===== src/rtl/text_field_if.sv =====
// Pixel, buffer-write, cursor and font-ROM signals of the text field overlay.
// slave is the renderer side; master is whoever drives pixels and serves the ROM.
interface text_field_if #(
    parameter int N_CHARS = 16
);
    localparam int IW = (N_CHARS > 1) ? $clog2(N_CHARS) : 1;

    logic [9:0]    pixel_x;
    logic [9:0]    pixel_y;
    logic          video_on;
    logic          frame_tick;
    logic          wr_en;
    logic [IW-1:0] wr_addr;
    logic [6:0]    wr_data;
    logic          cursor_en;
    logic [IW-1:0] cursor_lo;
    logic [IW-1:0] cursor_hi;
    logic [10:0]   rom_addr;
    logic [7:0]    rom_data;
    logic          blink_phase;
    logic          text_on;
    logic [11:0]   text_rgb;

    modport slave (
        input  pixel_x, pixel_y, video_on, frame_tick,
        input  wr_en, wr_addr, wr_data,
        input  cursor_en, cursor_lo, cursor_hi,
        input  rom_data,
        output rom_addr, blink_phase, text_on, text_rgb
    );

    modport master (
        output pixel_x, pixel_y, video_on, frame_tick,
        output wr_en, wr_addr, wr_data,
        output cursor_en, cursor_lo, cursor_hi,
        output rom_data,
        input  rom_addr, blink_phase, text_on, text_rgb
    );
endinterface


===== src/rtl/text_field_renderer.sv =====
// One-line character field overlay: buffer lookup -> font ROM -> colour, 2-clock pipeline.
// Owns the writable character buffer and the frame-tick driven cursor blink phase.
module text_field_renderer #(
    parameter int unsigned N_CHARS      = 16,
    parameter int unsigned SCALE_LOG2   = 0,
    parameter int unsigned X0           = 0,
    parameter int unsigned Y0           = 0,
    parameter int unsigned BLINK_FRAMES = 30,
    parameter logic [11:0] FG_RGB       = 12'hFFF,
    parameter logic [11:0] BG_RGB       = 12'h0AA,
    parameter logic [11:0] CURSOR_RGB   = 12'h000,
    parameter bit          BG_FILL      = 1'b1
) (
    input logic         clk,
    input logic         reset,
    text_field_if.slave bus
);
    localparam int unsigned IW    = (N_CHARS > 1) ? $clog2(N_CHARS) : 1;
    localparam int unsigned CW    = 8 << SCALE_LOG2;
    localparam int unsigned CH    = 16 << SCALE_LOG2;
    localparam int unsigned X_END = X0 + N_CHARS * CW;
    localparam int unsigned Y_END = Y0 + CH;
    localparam int unsigned BW    = (BLINK_FRAMES > 1) ? $clog2(BLINK_FRAMES) : 1;

    logic [6:0]    char_buf [N_CHARS];
    logic [9:0]    rx, ry, idx_raw;
    logic [IW-1:0] idx;
    logic [2:0]    col;
    logic [3:0]    row;
    logic          in_region, cur_hit;
    logic [BW-1:0] blink_cnt;

    logic          s1_in, s1_cur;
    logic [2:0]    s1_col;
    logic          glyph;

    // Range checks use the full-width pixel value so columns left of X0 never
    // wrap into the field through the 10-bit subtraction.
    always_comb begin
        rx        = bus.pixel_x - 10'(X0);
        ry        = bus.pixel_y - 10'(Y0);
        in_region = bus.video_on
                 && (32'(bus.pixel_x) >= X0) && (32'(bus.pixel_x) < X_END)
                 && (32'(bus.pixel_y) >= Y0) && (32'(bus.pixel_y) < Y_END);
        idx_raw   = rx >> (3 + SCALE_LOG2);
        idx       = (32'(idx_raw) >= N_CHARS) ? IW'(N_CHARS - 1) : idx_raw[IW-1:0];
        col       = 3'(rx >> SCALE_LOG2);
        row       = 4'(ry >> SCALE_LOG2);
        cur_hit   = bus.cursor_en && bus.blink_phase
                 && (bus.cursor_lo <= idx) && (idx <= bus.cursor_hi);
        bus.rom_addr = in_region ? {char_buf[idx], row} : {7'h00, row};
    end

    always_ff @(posedge clk or posedge reset) begin
        if (reset) begin
            for (int i = 0; i < int'(N_CHARS); i++) char_buf[i] <= 7'h00;
        end else if (bus.wr_en && (32'(bus.wr_addr) < N_CHARS)) begin
            char_buf[bus.wr_addr] <= bus.wr_data;
        end
    end

    always_ff @(posedge clk or posedge reset) begin
        if (reset) begin
            blink_cnt       <= '0;
            bus.blink_phase <= 1'b0;
        end else if (bus.frame_tick) begin
            if (blink_cnt == BW'(BLINK_FRAMES - 1)) begin
                blink_cnt       <= '0;
                bus.blink_phase <= ~bus.blink_phase;
            end else begin
                blink_cnt <= blink_cnt + 1'b1;
            end
        end
    end

    // Stage 1: the ROM row for this pixel arrives alongside these registers.
    always_ff @(posedge clk or posedge reset) begin
        if (reset) begin
            s1_in  <= 1'b0;
            s1_cur <= 1'b0;
            s1_col <= 3'd0;
        end else begin
            s1_in  <= in_region;
            s1_cur <= cur_hit;
            s1_col <= col;
        end
    end

    assign glyph = bus.rom_data[3'd7 - s1_col];

    always_ff @(posedge clk or posedge reset) begin
        if (reset) begin
            bus.text_on  <= 1'b0;
            bus.text_rgb <= 12'h000;
        end else if (!s1_in) begin
            bus.text_on  <= 1'b0;
            bus.text_rgb <= 12'h000;
        end else if (glyph) begin
            bus.text_on  <= 1'b1;
            bus.text_rgb <= FG_RGB;
        end else if (s1_cur) begin
            bus.text_on  <= 1'b1;
            bus.text_rgb <= CURSOR_RGB;
        end else begin
            bus.text_on  <= BG_FILL;
            bus.text_rgb <= BG_FILL ? BG_RGB : 12'h000;
        end
    end
endmodule


===== src/flat_wrapper.sv =====
// flat-port wrapper written by rule: the top's interface ports become plain ports
module text_field_renderer_flat 
#(
    parameter int unsigned N_CHARS      = 16,
    parameter int unsigned SCALE_LOG2   = 0,
    parameter int unsigned X0           = 0,
    parameter int unsigned Y0           = 0,
    parameter int unsigned BLINK_FRAMES = 30,
    parameter logic [11:0] FG_RGB       = 12'hFFF,
    parameter logic [11:0] BG_RGB       = 12'h0AA,
    parameter logic [11:0] CURSOR_RGB   = 12'h000,
    parameter bit          BG_FILL      = 1'b1
)
  (clk, reset, bus_pixel_x, bus_pixel_y, bus_video_on, bus_frame_tick, bus_wr_en, bus_wr_addr, bus_wr_data, bus_cursor_en, bus_cursor_lo, bus_cursor_hi, bus_rom_data, bus_rom_addr, bus_blink_phase, bus_text_on, bus_text_rgb);
  text_field_if #(.N_CHARS(N_CHARS)) bus_i ();
  input logic clk;
  input logic reset;
  input wire logic [$bits(bus_i.pixel_x)-1:0] bus_pixel_x;
  input wire logic [$bits(bus_i.pixel_y)-1:0] bus_pixel_y;
  input wire logic [$bits(bus_i.video_on)-1:0] bus_video_on;
  input wire logic [$bits(bus_i.frame_tick)-1:0] bus_frame_tick;
  input wire logic [$bits(bus_i.wr_en)-1:0] bus_wr_en;
  input wire logic [$bits(bus_i.wr_addr)-1:0] bus_wr_addr;
  input wire logic [$bits(bus_i.wr_data)-1:0] bus_wr_data;
  input wire logic [$bits(bus_i.cursor_en)-1:0] bus_cursor_en;
  input wire logic [$bits(bus_i.cursor_lo)-1:0] bus_cursor_lo;
  input wire logic [$bits(bus_i.cursor_hi)-1:0] bus_cursor_hi;
  input wire logic [$bits(bus_i.rom_data)-1:0] bus_rom_data;
  output wire logic [$bits(bus_i.rom_addr)-1:0] bus_rom_addr;
  output wire logic [$bits(bus_i.blink_phase)-1:0] bus_blink_phase;
  output wire logic [$bits(bus_i.text_on)-1:0] bus_text_on;
  output wire logic [$bits(bus_i.text_rgb)-1:0] bus_text_rgb;
  assign bus_i.pixel_x = bus_pixel_x;
  assign bus_i.pixel_y = bus_pixel_y;
  assign bus_i.video_on = bus_video_on;
  assign bus_i.frame_tick = bus_frame_tick;
  assign bus_i.wr_en = bus_wr_en;
  assign bus_i.wr_addr = bus_wr_addr;
  assign bus_i.wr_data = bus_wr_data;
  assign bus_i.cursor_en = bus_cursor_en;
  assign bus_i.cursor_lo = bus_cursor_lo;
  assign bus_i.cursor_hi = bus_cursor_hi;
  assign bus_i.rom_data = bus_rom_data;
  assign bus_rom_addr = bus_i.rom_addr;
  assign bus_blink_phase = bus_i.blink_phase;
  assign bus_text_on = bus_i.text_on;
  assign bus_text_rgb = bus_i.text_rgb;
  text_field_renderer #(.N_CHARS(N_CHARS), .SCALE_LOG2(SCALE_LOG2), .X0(X0), .Y0(Y0), .BLINK_FRAMES(BLINK_FRAMES), .FG_RGB(FG_RGB), .BG_RGB(BG_RGB), .CURSOR_RGB(CURSOR_RGB), .BG_FILL(BG_FILL)) u_core (.clk(clk), .reset(reset), .bus(bus_i));
endmodule

===== config.mk =====
export PLATFORM = sky130hd
export DESIGN_NAME = text_field_renderer_flat
export DESIGN_NICKNAME = d
export VERILOG_FILES = /design/src/rtl/text_field_if.sv /design/src/rtl/text_field_renderer.sv /design/src/flat_wrapper.sv
export SDC_FILE = /design/constraint.sdc
export NUM_CORES = 1
export LEC_CHECK = 0
export ABC_AREA = 1
export CAP_MARGIN = 25
export CORE_ASPECT_RATIO = 1.2
export CORE_UTILIZATION = 40
export DETAILED_ROUTE_END_ITERATION = 6
export PLACE_DENSITY = 0.61
export SKIP_LAST_GASP = 1
export SYNTH_ARGS = -nofsm -noshare
export SYNTH_HDL_FRONTEND = slang
export SYNTH_SLANG_ARGS = --single-unit

===== constraint.sdc =====
create_clock -name clk -period 4.3 [get_ports clk]
set_clock_uncertainty 0.15 [all_clocks]
set_input_delay 0.86 -clock clk [delete_from_list [all_inputs] [get_ports clk]]
set_output_delay 0.86 -clock clk [all_outputs]
set_load 0.03 [all_outputs]

* Word level (Yosys, flattened, before mapping)
Index checks and enable logic that the tools add are counted.
Storage, ports and cells: input bits 53, register bits after elaboration 136, output and inout port bits 25, word-level logic and storage cells 60
Cells by class: magnitude comparators 9, equality and inequality tests 1, reductions and logical operators 7, add/subtract/negate cells 2, muxes and demuxes 15, bitwise logic cells 3
Operators by type and width (count):
- $bwmux W112 | 1
- $bmux W7 S4 | 1
- $demux W7 S4 | 1
- $mux W12 | 2
- $mux W7 | 3
- $mux W11 | 1
- $ge A5 B5 Y1 const B | 2
- $lt A10 B5 Y1 const B | 1
- $lt A10 B8 Y1 const B | 1
- $not A4 Y5 | 2
- $le A4 B4 Y1 | 2
- $mux W8 | 1
- $ge A7 B5 Y1 const B | 1
- $logic_and A1 B1 Y1 | 6
- $add A5 B1 Y5 const B | 1
- $eq A5 B5 Y1 const B | 1
- $lt A5 B1 Y1 const B | 1
- $mux W5 | 1
- $lt A3 B4 Y1 const B | 1
- $mux W4 | 1
- $bmux W1 S3 | 1
- $sub A3 B3 Y3 const A | 1
- $mux W1 | 2
- $reduce_and A2 Y1 | 1
- $not A1 Y1 | 1

* Longest topological paths before layout
Gate-level depths: netlist of run 1.
depth in word-level cells 7, depth in mapped cells 11, depth with buffers taken out 10

* Least setup slack after synthesis of run 1
No wires, ideal clock.
path type input-to-output, start point in bus_pixel_x[7], end point out bus_rom_addr[9], arrival 2135 ps, path slack 1155 ps, path buffers 2, stages on the path 9, data required time 3290 ps, cells stage by stage inv_1 -> buf_2 -> buf_2 -> nand4_1 -> nand3_1 -> nand3_1 -> nand3_1 -> nand2_1 -> nor2_1
On the way: longest elaborated chain between the ends 7, elaborated cells between the ends (all ways) 10, classes of those cells order compare: 2; mux: 5; bitwise: 1; reduce/logical: 2
RTL lines:
- from (decl) | RTL line flat_wrapper.sv:18 | input wire logic [$bits(bus_i.pixel_x)-1:0] bus_pixel_x;
- $ge A7 B5 Y1 | RTL line text_field_renderer.sv:46 | idx = (32'(idx_raw) >= N_CHARS) ? IW'(N_CHARS - 1) : idx_raw[IW-1:0];
- $mux W4 | RTL line text_field_renderer.sv:46
- $not A4 Y5 (not written as such) | RTL line text_field_renderer.sv:51 | bus.rom_addr = in_region ? {char_buf[idx], row} : {7'h00, row};
- $bmux W7 S4 | RTL line text_field_renderer.sv:51
- $mux W7 (not written as such) (2 in series) | RTL line text_field_renderer.sv:51
- $mux W11 * | RTL line text_field_renderer.sv:51
- to (decl) | RTL line flat_wrapper.sv:29 | output wire logic [$bits(bus_i.rom_addr)-1:0] bus_rom_addr;
Mark *: on every way between the ends. The rest lies on a longest branch, timed or not. The select of a mux whose other input is x is not followed.

* Worst setup path in the final report of run 1
start point in bus_pixel_x[8], end point out bus_rom_addr[10]
Same word-level chain as after synthesis.

==> results.txt, run 1 <==
CTS Buf Count = 17
Peak supply drop = 0.000310 V
CP required = 3.29 ns
Fin nets = 916
Fin Hold WS = 0.226 ns
Initial antenna violation count = 0
Synthesized net count = 881
Unique masters post-synth = 29
Gr usage total = 23.2%
Clock slew at reported path FFs = 0.05 ns
Hold WC Path Type = register to register
WL final = 18200 um
Status = finished, final reports clean
Initial cell density of the core = 40.9%
Clock Latency Late Sink = 0.42 ns
Port bufs = 69
RePlAce Congestion = 0.910
Die W = 117 um
Row cnt = 50
YS warnings = 0
Hold buffer count at CTS = 0
Worst Setup End Kind = output port
Total grt overflow = 0
Leak pwr = 3.75 nW
CTS tree = done
Drt drc = 0
Setup Buffers After CTS = 0
Post-route minimum period = 3.83 ns
Core Util, Final = 49.5%
Routed vias = 5529
Vias in the first global route = 5148
Seq cells post-synth = 126
Setup-failing EPs final = 0
Relative slew slack = 48.5%
Largest net degree at the start of global routing = 71
Final Hold Viols = 0
WS Path Type = primary input to output port
PostCTS Resize Cnt = 0
Worst-case clock buffer depth = 2
Slew Limit Fails = 0
Clk sink count = 126
Mapped cell area = 0.00640 sq mm
Detail Placement HPWL = 12100 um
Wirelength per Cell = 16.9 um
Die Ht = 141 um
Max FO, Critical Path = 29
First-pass GRT wire length = 29000 um
P&R area growth vs syn = 21.0%
P per Cell Area = 480 mW/mm^2
CTS H-tree lvls = 4
CTS root buf = clkbuf_16
Fmax = 0.261 GHz
Die Area = 0.0165 sq mm
Syn Area/Cell = 7.82 sq um
Iter 0 DRT Violations = 525
Tcrit/Tclk final = 89.2%
First drt pass iteration count = 5
Max Cap Viol = 0
IO Count = 78
Seq/Total Area, Yosys = 49.3%
Post-DRT Antenna Nets = 0
Via density = 5.15
Worst path arrival time = 2.82 ns
Slew @ Worst Pin = 0.766 ns
Crit start category = primary input
Share of layout cells above drive strength 1 = 7.39%
Core area = 0.0156 sq mm
Sum Neg Setup Slack = 0 ns
RSZ-0062 raised after global routing = no
Ant. Diodes = 0
Synthesized instance count = 818
-- routing by layer --
| layer | track usage (%) | part of all wire, % | vias to the layer above |
|---|---|---|---|
| li1 | - | - | 2733 |
| met1 | 31.6 | 46 | 2601 |
| met2 | 35.0 | 46 | 158 |
| met3 | 4.89 | 5.2 | 37 |
| met4 | 11.6 | 3.0 | 0 |
| met5 | 0 | 0 | - |
-- where the power goes --
| group | internal [mW] | switching, mW | leakage [nW] |
|---|---|---|---|
| logic | 0.234 | 0.323 | 1.85 |
| clock network | 1.03 | 0.530 | 0.317 |
| registers | 1.44 | 0.161 | 1.58 |
-- synth_stat cells (all sizes together) --
| master | instances | share of area (%) |
|---|---|---|
| nand2 | 243 | 14 |
| dfrtp | 126 | 49 |
| o21ai | 107 | 8.4 |
| nor2 | 79 | 5.0 |
| nand3 | 56 | 4.5 |
| inv | 55 | 3.2 |
| buf | 38 | 3.8 |
| a21oi | 32 | 2.5 |
| nand4 | 29 | 2.8 |
| clkbuf | 25 | 1.5 |
| ha | 10 | 2.0 |
| nor3 | 4 | 0.47 |
| nor4 | 3 | 1.0 |
| a32oi | 2 | 0.27 |
| o22ai | 2 | 0.20 |
| xor2 | 2 | 0.27 |
| clkinv | 1 | 0.059 |
| nand3b | 1 | 0.12 |
| o211ai | 1 | 0.12 |
| or2 | 1 | 0.098 |
| xnor2 | 1 | 0.14 |
-- registers in the layout (all words and copies together), names as in the netlist --
name,cells
u_core.blink_cnt,5
u_core.bus.blink_phase,1
u_core.bus.text_on,1
u_core.bus.text_rgb,2
u_core.char_buf,112
u_core.s1_col,3
u_core.s1_cur,1
u_core.s1_in,1
-- critical path, cell delays in order --
cell             delay (ns)
clkdlybuf4s50_1        0.44
nor2_4                 0.18
nand3_2                0.09
inv_2                  0.41
nand2_1                0.11
nand2_1                0.12
nand2_1                0.05
nor2_1                 0.14
nor2_1                 0.05
nor2_1                 0.16
buf_4                  0.19
-- final timing paths --
kind | start | to | slack [ns] | depth (start not counted)
worst max register to register | u_core.blink_cnt[1] | u_core.bus.blink_phase | 2.86 | 5
worst min-delay path | u_core.s1_in | u_core.bus.text_on | 0.23 | 0
max in group asynchronous | reset | u_core.char_buf[0] | 2.45 | 3
min in group asynchronous | reset | u_core.char_buf[104] | 0.74 | 2
worst min register to register | u_core.s1_in | u_core.bus.text_on | 0.23 | 0
worst max-delay path | bus_pixel_x[8] | bus_rom_addr[10] | 0.47 | 11
-- kinds of logic after synthesis --
logic type	share of synthesized area [%]
buffers and inverters	8.53
AND/OR/NAND/NOR	28.3
adder cells (fa/ha/maj)	1.96
XOR/XNOR	0.411
AO/OA/AOI/OAI	11.5
flip-flops	49.3
-- cell usage in the layout, fill, tap and decap left out, types with 2 or more instances in the layout --
cell             count
clkbuf_16           17
nand2_1            242
clkbuf_1             2
ha_1                10
dfrtp_1            126
clkinv_2             2
clkdlybuf4s50_1     62
nor3_2               2
nand3_2              2
nor3_1               2
bufinv_16            4
xor2_1               2
nand4_1             29
o22ai_1              2
nor2_1              76
buf_4               15
inv_2                5
o21ai_0            100
nor2_4               3
a21oi_1             32
inv_1               49
nand3_1             54
nor4_4               3
o21ai_1              7
buf_12               2
clkbuf_8             4
clkinv_4             3
a32oi_1              2
-- area by class of cell --
| type | count | area [sq um] |
|---|---|---|
| clock inverter | 9 | 156 |
| tap | 208 | 260 |
| fill | 1545 | 7900 |
| clock buffer | 23 | 488 |
| multi-input combinational | 573 | 2700 |
| inverter | 56 | 214 |
| timing repair buffer | 79 | 773 |
| sequential | 126 | 3150 |
-- metrics by stage --
step / power (mW) / setup WS, ns / instance area (sq um) / cells
3_3_place_gp: 2.15 / 0.492 / 7100 / 1042
2_1_floorplan: 1.96 / 1.16 / 6400 / 818
4_1_cts: 3.74 / 0.459 / 7740 / 1074
6_report: 3.71 / 0.466 / 7740 / 1074
5_1_grt: 3.90 / 0.255 / 7740 / 1074
3_5_place_dp: 2.17 / 0.461 / 7100 / 1042
Power figures use the tool's default switching activity.
==> run 2: changes to the inputs <==
--- a/config.mk
+++ b/config.mk
@@ -6,11 +6,10 @@
 export NUM_CORES = 1
 export LEC_CHECK = 0
 export ABC_AREA = 1
-export CAP_MARGIN = 25
 export CORE_ASPECT_RATIO = 1.2
-export CORE_UTILIZATION = 40
+export CORE_UTILIZATION = 50
 export DETAILED_ROUTE_END_ITERATION = 6
-export PLACE_DENSITY = 0.61
+export PLACE_DENSITY = 0.74
 export SKIP_LAST_GASP = 1
 export SYNTH_ARGS = -nofsm -noshare
 export SYNTH_HDL_FRONTEND = slang
==> run 2 against run 1 <==
  * Register-to-register slack gained 0.02 ns
  * Highest routed layer unchanged
  * Final cell count shrank 4.6%
  * Largest power group unchanged
  * Die area shrank 20%
  * Power shrank 5.1%
==> results.txt, run 2 (synthesized netlist as in run 1, its figures left out) <==
Vias in the first global route = 5625 (+9.3%)
CP required = 3.29 ns (about the same)
Crit start category = primary input
Wirelength per Cell = 17.3 um (+2.1%)
Net Sw Power = 1.02 mW (+0.52%)
Critical path buffers and inverters = 3 (unchanged)
Worst-case clock buffer depth = 2 (unchanged)
Max reg flops = 112 (unchanged)
Register name with the most flops = u_core.char_buf
RSZ-0062 raised after global routing = no
Slowest-stage cell, CP = clkdlybuf4s50_1
Inst Count DP = 993 (-4.7%)
Routed vias = 5777 (+4.5%)
Post-route minimum period = 3.79 ns (-0.0398 ns)
Via density = 5.64 (+9.5%)
Fmax = 0.264 GHz (+1.0%)
P per Cell Area = 464 mW/mm^2 (-3.2%)
Initial antenna violation count = 0 (unchanged)
Internal Power = 2.50 mW (-7.3%)
Non-Filler Instances = 1025 (-4.6%)
CTS tree = done
Core area = 0.0123 sq mm (-22%)
Slew Limit Fails = 0 (unchanged)
Setup Buffers After CTS = 0 (unchanged)
First drt pass iteration count = 6 (+1)
Ant. Diodes = 0 (unchanged)
Worst path arrival time = 2.78 ns (-0.04 ns)
Max FO, Critical Path = 29 (unchanged)
Reg power frac = 45.2% (+2.2 points)
Worst-path cell chain = clkdlybuf4s50_1 > nor2_4 > nand3_2 > inv_2 > nand2_1 > nand2_1 > nand2_1 > nor2_1 > nor2_1 > nor2_1 > buf_4
WS Path Type = primary input to output port
Max Cap Viol = 0 (unchanged)
CP delay by family, top = buffers and inverters
Port bufs = 69 (unchanged)
P&R area growth vs syn = 18.6%
Commonest non-fill, non-tap cell in the layout = nand2_1
Leak pwr = 3.69 nW (-1.6%)
Row cnt = 44 (-12%)
Drt drc = 0 (unchanged)
Fin nets = 914 (-0.22%)
Initial cell density of the core = 52.1% (+11 points)
Iter 0 DRT Violations = 692 (+32%)
WL final = 17700 um (-2.6%)
CTS H-tree lvls = 4 (unchanged)
Peak supply drop = 0.000265 V (-14%)
Hold buffer count at CTS = 0 (unchanged)
CTS root buf = clkbuf_16
Critical path's largest stage delay = 0.44 ns (about the same)
Hold WC Path Type = register to register
Die W = 105 um (-10%)
Regs by FF count = u_core.char_buf (112), u_core.blink_cnt (5), u_core.s1_col (3)
Sum Neg Setup Slack = 0 ns (unchanged)
Clock slew at reported path FFs = 0.05 ns (about the same)
Gr usage total = 28.8% (+5.5 points)
Clock Latency Late Sink = 0.42 ns (about the same)
Final Hold Viols = 0 (unchanged)
RePlAce Congestion = 0.983 (+8.1%)
Die Ht = 126 um (-10%)
Total power = 3.52 mW (-5.1%)
Logic pwr share = 16.3% (+1.3 points)
Detail Placement HPWL = 11900 um (-1.2%)
Share of layout cells above drive strength 1 = 7.18% (-0.21 points)
Commonest cells after routing, fill and taps aside = nand2_1, dfrtp_1, o21ai_0, nor2_1, clkdlybuf4s50_1
Total grt overflow = 0 (unchanged)
Die Area = 0.0133 sq mm (-20%)
Clk network pwr share = 38.5% (-3.6 points)
Sw Ratio = 28.9% (+1.6 points)
Relative slew slack = 37.6% (-11 points)
Status = finished, final reports clean
PostCTS Resize Cnt = 0 (unchanged)
Layout fillers = 1082 (-30%)
CTS Buf Count = 17 (unchanged)
Post-DRT Antenna Nets = 0 (unchanged)
Clk sink count = 126 (unchanged)
Largest net degree at the start of global routing = 85 (+20%)
Worst Setup End Kind = output port
IO Count = 78 (unchanged)
Slew @ Worst Pin = 0.935 ns (+0.168 ns)
Setup-failing EPs final = 0 (unchanged)
Tcrit/Tclk final = 88.2% (-0.93 points)
First-pass GRT wire length = 29100 um (+0.26%)
[run 2: cell types whose count changed in the layout (fill, tap and decap cells not counted)]
| cell | delta |
|---|---|
| clkinv_4 | -2 |
| clkinv_2 | +2 |
| clkbuf_8 | -1 |
| bufinv_16 | -3 |
| buf_4 | -2 |
| clkinvlp_4 | +4 |
[run 2: area by class of cell]
cell class,instances,area (sq um),share of cell area (%)
sequential,126,3150,41.6
multi-input combinational,573,2700,35.6
timing repair buffer,77,758,9.99
clock buffer,22,474,6.25
inverter,56,214,2.82
tap,161,201,2.66
clock inverter,10,88.8,1.17
[run 2: worst paths after layout]
| kind | start | end | slack, ns | cells past startpoint |
|---|---|---|---|---|
| max in group asynchronous | reset | u_core.s1_col[2] | 2.24 | 3 |
| setup reg to reg | u_core.blink_cnt[1] | u_core.bus.blink_phase | 2.88 | 5 |
| min in group asynchronous | reset | u_core.char_buf[101] | 0.83 | 2 |
| setup / recovery | bus_pixel_x[8] | bus_rom_addr[9] | 0.51 | 11 |
| hold / removal | u_core.s1_in | u_core.bus.text_on | 0.22 | 0 |
| hold reg to reg | u_core.s1_in | u_core.bus.text_on | 0.22 | 0 |
[run 2: through the flow]
stage	hold slack (ns)	instance area, sq um	utilization [%]	setup WS [ns]
floorplan	0.204	6400	-	1.16
global placement	0.217	7020	57.2	0.552
CTS	0.228	7590	61.8	0.530
detailed placement	0.216	7020	57.2	0.529
finish	0.224	7590	61.8	0.506
global route	0.243	7590	61.8	0.362
[run 2: layer usage]
layer	share of wire (%)	routed length [um]	up-vias	GRT usage [%]
met5	0	0	-	0
met4	3.7	652	0	13.8
met3	7.9	1390	57	8.13
met2	47	8380	296	45.2
met1	41	7300	2713	36.7
li1	-	-	2711	-
[run 2: power groups by stage]
stage	clock, mW	sequential, mW	combinational (mW)
after floorplan	0	1.57	0.396
after global placement	0	1.60	0.543
after detailed placement	0	1.60	0.569
after CTS	1.37	1.59	0.572
after global routing	1.43	1.62	0.662
final	1.36	1.59	0.574
==> run 3: changes to the inputs <==
--- a/config.mk
+++ b/config.mk
@@ -7,9 +7,10 @@
 export LEC_CHECK = 0
 export ABC_AREA = 1
 export CORE_ASPECT_RATIO = 1.2
-export CORE_UTILIZATION = 50
+export CORE_UTILIZATION = 45
 export DETAILED_ROUTE_END_ITERATION = 6
-export PLACE_DENSITY = 0.74
+export PLACE_DENSITY = 0.67
+export RECOVER_POWER = 50
 export SKIP_LAST_GASP = 1
 export SYNTH_ARGS = -nofsm -noshare
 export SYNTH_HDL_FRONTEND = slang
==> run 3 against run 2 <==
  * The run now ends with capacitance limit, slew limit left
  * Global-route usage fell by 3.3 points
  * Worst hold slack improved by 0.011 ns
  * Flip-flop and latch count did not move
  * Utilization fell by 6.7 points
  * Via count fell by 1.7%
  * Fmax fell by 3.5%
  * Setup slack got worse by 0.14 ns
  * Die area rose by 11%
  * Clock power rose by 4%
  * Sequential power barely moved
  * Sequential share of layout area fell by 0.15 points
  * Largest cell class unchanged
  * Largest power group unchanged
==> results.txt, run 3 (synthesized netlist as in run 1, its figures left out) <==
Status = finished with violations
Violated checks = capacitance limit, slew limit
Max FO, Critical Path = 9 (-69%)
Leak pwr = 3.70 nW (+0.24%)
Relative slew slack = -14.3% (-52 points)
Reg2Reg Setup Slack = 2.91 ns (+0.03 ns)
Post-route minimum period = 3.93 ns (+0.137 ns)
Sum Neg Setup Slack = 0 ns (unchanged)
P per Cell Area = 468 mW/mm^2 (+0.75%)
Post-DRT Antenna Nets = 0 (unchanged)
RSZ-0062 raised after global routing = no
Worst-case clock buffer depth = 2 (unchanged)
Via density = 5.48 (-2.8%)
Worst Hold End = u_core.bus.text_on
Slew @ Worst Pin = 1.70 ns (+0.770 ns)
Gr usage total = 25.4% (-3.3 points)
Reg power frac = 44.6% (-0.6 points)
CTS tree = done
Die W = 111 um (+5.3%)
Initial cell density of the core = 46.3% (-5.8 points)
Row cnt = 47 (+6.8%)
Regs by FF count = u_core.char_buf (112), u_core.blink_cnt (5), u_core.s1_col (3)
CTS H-tree lvls = 4 (unchanged)
Detail Placement HPWL = 11700 um (-1.7%)
Routed vias = 5676 (-1.7%)
Drt drc = 0 (unchanged)
Fin Hold WS = 0.235 ns (+0.0111 ns)
Worst path arrival time = 2.92 ns (+0.14 ns)
Share of layout cells above drive strength 1 = 7.51% (+0.34 points)
Crit start category = primary input
Clock Latency Late Sink = 0.42 ns (about the same)
R2r startpoint = u_core.blink_cnt[1]
Global-route met1 utilization = 33.0% (-3.6 points)
Commonest cells after routing, fill and taps aside = nand2_1, dfrtp_1, o21ai_0, nor2_1, clkdlybuf4s50_1
PostCTS Resize Cnt = 0 (unchanged)
First drt pass iteration count = 5 (-1)
Port bufs = 69 (unchanged)
Largest net degree at the start of global routing = 57 (-33%)
Reg2reg path depth = 5 (unchanged)
Inst Count DP = 1004 (+1.1%)
Core area = 0.0138 sq mm (+13%)
Die Ht = 133 um (+5.3%)
Wirelength per Cell = 17.1 um (-0.91%)
Max reg flops = 112 (unchanged)
Clk sink count = 126 (unchanged)
Worst Setup End Kind = output port
Final Hold Viols = 0 (unchanged)
Commonest non-fill, non-tap cell in the layout = nand2_1
Die Area = 0.0147 sq mm (+11%)
Hold WC Path Type = register to register
Internal Power = 2.53 mW (+0.82%)
WS Path Type = primary input to output port
Non-Filler Instances = 1036 (+1.1%)
Most crowded layer after global routing = met2
GR Layer Usage met3 = 6.18% (-1.9 points)
Hold Crit Depth = 0 (unchanged)
Total grt overflow = 0 (unchanged)
P&R area growth vs syn = 19.1%
Clk network pwr share = 39.8% (+1.3 points)
CTS Buf Count = 17 (unchanged)
Tcrit/Tclk final = 91.4% (+3.2 points)
Fmax = 0.254 GHz (-3.5%)
Setup Buffers After CTS = 0 (unchanged)
CTS root buf = clkbuf_16
Setup-failing EPs final = 0 (unchanged)
Ant. Diodes = 0 (unchanged)
Worst hold start = u_core.s1_in
GR Layer Usage met2 = 40.4% (-4.8 points)
Sw Ratio = 29.1% (+0.21 points)
First-pass GRT wire length = 28900 um (-0.88%)
Total power = 3.56 mW (+1.1%)
Register name with the most flops = u_core.char_buf
IO Count = 78 (unchanged)
RePlAce Congestion = 0.844 (-14%)
Peak supply drop = 0.000276 V (+4.0%)
Initial antenna violation count = 0 (unchanged)
CP required = 3.29 ns (about the same)
Slew Limit Fails = 41 (+41)
Logic pwr share = 15.6% (-0.7 points)
Max Cap Viol = 1 (+1)
Net Sw Power = 1.04 mW (+1.8%)
WL final = 17700 um (+0.16%)
Clock slew at reported path FFs = 0.05 ns (about the same)
Worst flop-to-flop path endpoint = u_core.bus.blink_phase
Iter 0 DRT Violations = 615 (-11%)
Hold buffer count at CTS = 0 (unchanged)
Fin nets = 915 (+0.11%)
Vias in the first global route = 5562 (-1.1%)
[run 3: how the worst max path moves through the flow]
| stage | startpoint | to | slack [ns] | depth (start not counted) |
|---|---|---|---|---|
| floorplan | bus_pixel_x[7] | bus_rom_addr[9] | 1.16 | 9 |
| global placement | bus_pixel_x[8] | bus_rom_addr[4] | 0.42 | 9 |
| detailed placement | bus_pixel_x[8] | bus_rom_addr[4] | 0.39 | 9 |
| CTS | bus_pixel_x[8] | bus_rom_addr[4] | 0.39 | 9 |
| global route | bus_pixel_x[8] | bus_rom_addr[4] | 0.21 | 9 |
| finish | bus_pixel_x[8] | bus_rom_addr[4] | 0.37 | 9 |
[run 3: worst max-delay path, stage by stage]
cell             delay (ns)
clkdlybuf4s50_1        0.44
nor2_4                 0.18
nand2_2                0.14
nor2_4                 0.28
clkinv_1               0.35
nand2_1                0.16
nor2_1                 0.07
nor2_1                 0.22
buf_4                  0.21
[run 3: per-stage QoR]
stage / area (sq um) / util, % / setup WS [ns]
after floorplan: 6400 / - / 1.16
after global placement: 7040 / 51.0 / 0.418
after detailed placement: 7040 / 51.0 / 0.390
after CTS: 7630 / 55.2 / 0.387
after global routing: 7610 / 55.1 / 0.206
final: 7610 / 55.1 / 0.369
[run 3: layout make-up]
type | instances | area, sq um
Clock inverter | 15 | 165
Sequential cell | 126 | 3150
Tap cell | 171 | 214
Inverter | 56 | 211
Timing Repair Buffer | 78 | 748
Fill cell | 1270 | 6200
Clock buffer | 17 | 425
Multi-Input combinational cell | 573 | 2700
[run 3: per-layer routing]
metal  part of all wire (%)  up-vias
met4                    2.3        0
met5                      0        -
met3                    7.9       30
met1                     42     2708
met2                     47      222
li1                       -     2716
[run 3: power by group through the flow]
stage | clock, mW | combinational [mW] | sequential, mW
global placement | 0 | 0.542 | 1.59
detailed placement | 0 | 0.561 | 1.60
CTS | 1.44 | 0.564 | 1.59
floorplan | 0 | 0.396 | 1.57
global route | 1.49 | 0.644 | 1.62
finish | 1.42 | 0.556 | 1.59
